===== src/rtl/rr_arb_pkg.sv =====
// Shared definitions for the round-robin select arbiter.
//   NUM_REQ     : requester count, fixed at 8 to match the 3-bit decoder index
//   IDX_W       : width of the grant index driven to the 3:8 decoder
//   arb_state_t : arbiter FSM states (IDLE, GRANT)
package rr_arb_pkg;
  localparam int NUM_REQ = 8;
  localparam int IDX_W   = 3;

  typedef enum logic {
    IDLE  = 1'b0,
    GRANT = 1'b1
  } arb_state_t;
endpackage


===== src/rtl/rr_pick.sv =====
// Combinational round-robin picker.
// Finds the first set request bit when searching ptr, ptr+1, ..., ptr+7 (mod 8).
// Ports:
//   req   in  [NUM_REQ-1:0] request vector
//   ptr   in  [IDX_W-1:0]   highest-priority index
//   idx   out [IDX_W-1:0]   winning requester index (valid when found=1)
//   found out               at least one request is set
module rr_pick
  import rr_arb_pkg::*;
(
  input  logic [NUM_REQ-1:0] req,
  input  logic [IDX_W-1:0]   ptr,
  output logic [IDX_W-1:0]   idx,
  output logic               found
);

  logic [2*NUM_REQ-1:0] w_dbl;
  logic [NUM_REQ-1:0]   w_rot;
  logic [IDX_W-1:0]     w_off;

  // Rotate so that requester ptr lands at bit 0, then take the lowest set bit.
  always_comb begin
    w_dbl = {req, req};
    w_rot = NUM_REQ'(w_dbl >> ptr);
    w_off = {IDX_W{1'b0}};
    for (int i = NUM_REQ - 1; i >= 0; i--) begin
      if (w_rot[i]) begin
        w_off = IDX_W'(i);
      end else begin
        w_off = w_off;
      end
    end
  end

  // Undo the rotation; the 3-bit sum wraps naturally modulo 8.
  assign idx   = w_off + ptr;
  assign found = |req;

endmodule


===== config.mk =====
export PLATFORM = sky130hd
export DESIGN_NAME = rr_pick
export DESIGN_NICKNAME = d
export VERILOG_FILES = /design/src/rtl/rr_arb_pkg.sv /design/src/rtl/rr_pick.sv
export SDC_FILE = /design/constraint.sdc
export NUM_CORES = 1
export LEC_CHECK = 0
export ABC_AREA = 1
export BUFFER_PORTS_ARGS = -buffer_cell sky130_fd_sc_hd__buf_2
export CAP_MARGIN = 20
export CORE_UTILIZATION = 40
export DETAILED_ROUTE_END_ITERATION = 12
export PLACE_DENSITY = 0.65
export SYNTH_ARGS = -nofsm -noshare
export SYNTH_HDL_FRONTEND = slang
export SYNTH_SLANG_ARGS = --single-unit

===== constraint.sdc =====
create_clock -name vclk -period 2.3
set_input_delay 0 -clock vclk [all_inputs]
set_output_delay 0 -clock vclk [all_outputs]
set_load 0.01 [all_outputs]

After elaboration in Yosys (flattened, before gate mapping) --
Index checks and enable logic that the tools add are counted.
Cells by class: add/subtract/negate cells 1, shifts and indexed selects 1, multiplexer cells 8, reduce and logical (&&, ||, !) cells 1
Operator list (number):
- 3-bit 2-to-1 mux | 8
- 16-bit by 3-bit right shift with 8-bit output | 1
- 8-bit OR reduction | 1
- 3-bit adder | 1
Storage, ports and cells: register bits after elaboration 0, output and inout bits 4, logic and storage cells 11

Logic depth before layout (Yosys ltp) --
word-level depth 10, mapped depth 20, depth with buffers taken out 19

Worst setup path before layout --
Ideal clock, no wire load.
kind input to output, from input ptr[0], to output idx[2], arrival time 1775 ps, slack 525 ps, stages on the path 19, path buffers 1, cells stage by stage buf_6 -> inv_8 -> nand2_2 -> nand3_1 -> nand3_1 -> nand2_1 -> nand2_1 -> nand2_1 -> nand2_1 -> nand2_1 -> nand2_1 -> a21oi_1 -> ha_1 -> inv_1 -> fa_1 -> xor2_1 -> nand3b_1 -> nand2_1 -> inv_1
On the way: longest elaborated chain between the ends 10
Ends and longest elaborated chain:
- start: declaration | line rr_pick.sv:12 | input logic [IDX_W-1:0] ptr,
- 16-bit by 3-bit right shift with 8-bit output | line rr_pick.sv:24 | w_rot = NUM_REQ'(w_dbl >> ptr);
- 3-bit 2-to-1 mux (8 in series) | line rr_pick.sv:27 | if (w_rot[i]) begin
- 3-bit adder (*) | line rr_pick.sv:36 | assign idx = w_off + ptr;
- end: declaration | line rr_pick.sv:13 | output logic [IDX_W-1:0] idx,
Mark *: on every way between the ends. The rest lies on a longest branch, timed or not.

Worst setup path in the final report --
from input ptr[1], to output idx[2]
The elaborated chain is that of the path after synthesis.

==> impl_metrics.yaml <==
outcome:
  status: "finished, final reports clean"
die:
  dieArea_um2: 1480
  io_pins: 15
  die_w_um: 38.5
  dieHeight_um: 38.5
  num_rows: 12
  fp.coreArea_um2: 1170
  start_util: 0.454
critical_path:
  endpoint_kind: "output port"
  path_max_fanout: 9
  path_class: "input port to output port"
  worstPathRequired_ns: 2.30
  critPathArrivalTime_ns: 2.13
  start_kind: "input port"
global_routing:
  first_global_vias: 502
  use_met2: 0.301
  grt_pass1_wl_um: 2060
  met3_usage: 0
  gr-total-overflow: 0
  grt_usage: 0.187
  grt_max_degree: 11
  top_usage_layer: "met2"
  met1_usage: 0.294
  antenna_found_initial: 0
routing:
  ant_nets: 0
  via_per_inst: 4.89
  wirelength_um: 1160
  drt-initial-drc-count: 22
  vias: 611
  drtPass1Iterations: 4
  post-route-drc-count: 0
  post_drt_wl_per_cell_um: 9.26
pwr:
  seqPwrFrac: 0
  clockPowerShare: 0
  ir_drop_uv: 89.9
  sw_frac_of_total: 0.617
  switchingPower_uw: 90.2
  p_comb_frac: 1.000
  total_power_uw: 146
  power.leakage_nw: 0.341
  p_int_uw: 56.1
  cellPowerDensity_nw_per_um2: 238
synthesis:
  synthMuxAreaShare: 0
  synth_compound_area_frac: 0.0400
  yosys-top-cells-count: "nand2_1 (46), nand3_1 (14), nand2_2 (11), inv_1 (5), nand3_2 (5)"
  synth_xor_area_frac: 0.0165
  ys_seq_area_frac: 0
  avgSynthCellArea_um2: 5.43
  synth_adder_area_share: 0.0612
  netlist.area_leader.share: 0.325
  synth_cell_types: 20
  synth_top_family_by_area: "simple AND/OR/NAND/NOR gates"
  yosysMostFrequentCell: "nand2_1"
  synth.net_count: 111
  synth_cells: 98
  ys_warn_count: 0
  synth_simple_gate_area_frac: 0.758
  synth.largest_area_cell: "nand2_1"
  ys_top_cells_by_area: "nand2_1 (32%), nand3_1 (13%), nand2_2 (13%)"
  syn-cell-area_um2: 532
placement:
  placed_area_um2: 602
  dp_hpwl_um: 1010
  io_buffers: 15
  gp_congestion: 0.776
  post-place-ws_ns: 0.103
worst_hold_path:
  hp-class: "input port to output port"
  min_path_cells: 4
sta:
  finalMaxSlewViolations: 0
  hold_violations: 0
  hold_slack_ns: 0.306
  max_slew_margin: 0.837
  setup_viol_count_final: 0
  fmax_ghz: 0.470
  worstMarginPinSlew_ns: 0.243
  finalWorstSetupSlack_ns: 0.172
  fin_crit_sh: 0.925
  grt_setup_unrepaired: "false"
  setup_tns_ns: 0
  final.min_clock_period_ns: 2.13
cells_and_area:
  fin_nets: 126
  regArea_um2: 0
  area.growth.synth_to_final_pct: 15.8
  stdcell_area_um2: 616
  nClkBuffers: 0
  antenna-diode-count: 0
  seq_cell_count: 0
  drive_above_1_share: 0.351
run:
  cap_violations: 0
cts:
  cts_setup_buffers: 0
  hold_buffers: 0
  post_cts_resized: 0
cell usage in the layout, fill, tap and decap left out:
cell,synthesis,final
o21bai_1,1,1
nand3b_1,1,1
ha_1,1,1
nand3_1,14,14
inv_1,5,5
nor2_2,1,1
nand2_1,46,45
nand3_2,5,5
fa_1,1,1
inv_6,0,1
a21oi_2,1,2
clkbuf_4,0,1
nor4_1,2,2
nand2_2,11,12
inv_8,1,1
buf_2,0,13
buf_4,1,2
nand2_4,1,1
xor2_1,1,1
nor2_1,1,1
power groups by stage:
stage               clock network, mW  registers (mW)  logic (mW)
finish                              0               0       0.146
global route                        0               0       0.166
CTS                                 0               0       0.142
detailed placement                  0               0       0.143
global placement                    0               0       0.140
floorplan                           0               0       0.108
per-layer routing:
metal	share of wire	wire [um]
met1	0.53	609
met5	0	0
met4	0	0
met3	0.026	30
met2	0.45	518
logic make-up (layout without fill, tap and decap cells):
logic type,Yosys count,after routing
simple gates,82,82
compound gates,3,3
xor+xnor,1,1
fa+ha+maj,2,2
buf+inv,10,23
path summary, 6_finish.rpt:
path	from	slack, ns	end
hold / removal	req[2]	0.31	found
setup / recovery	ptr[1]	0.17	idx[2]
worst max-delay path: stages:
cell and delay [ns]:
clkbuf_4 0.18, inv_6 0.11, nand3_1 0.09, nand2_1 0.09
nand2_1 0.08, nand2_1 0.07, nand2_1 0.04, nand2_1 0.05
nand2_1 0.04, nand2_1 0.05, nand2_1 0.06, a21oi_2 0.13
ha_1 0.15, inv_1 0.04, fa_1 0.38, xor2_1 0.16
nand3b_1 0.16, nand2_1 0.07, inv_1 0.04, buf_2 0.13
layout make-up:
class | count | area (um^2)
fillers | 123 | 556
inverters | 7 | 38.8
repair buffers | 16 | 87.6
well taps | 14 | 17.5
multi-input cells | 88 | 472
per-stage QoR:
stage / cells / util
floorplan: 98 / -
detailed placement: 125 / 0.514
global placement: 125 / 0.514
finish: 125 / 0.526
CTS: 125 / 0.514
global route: 125 / 0.526
Power figures use the tool's default switching activity.
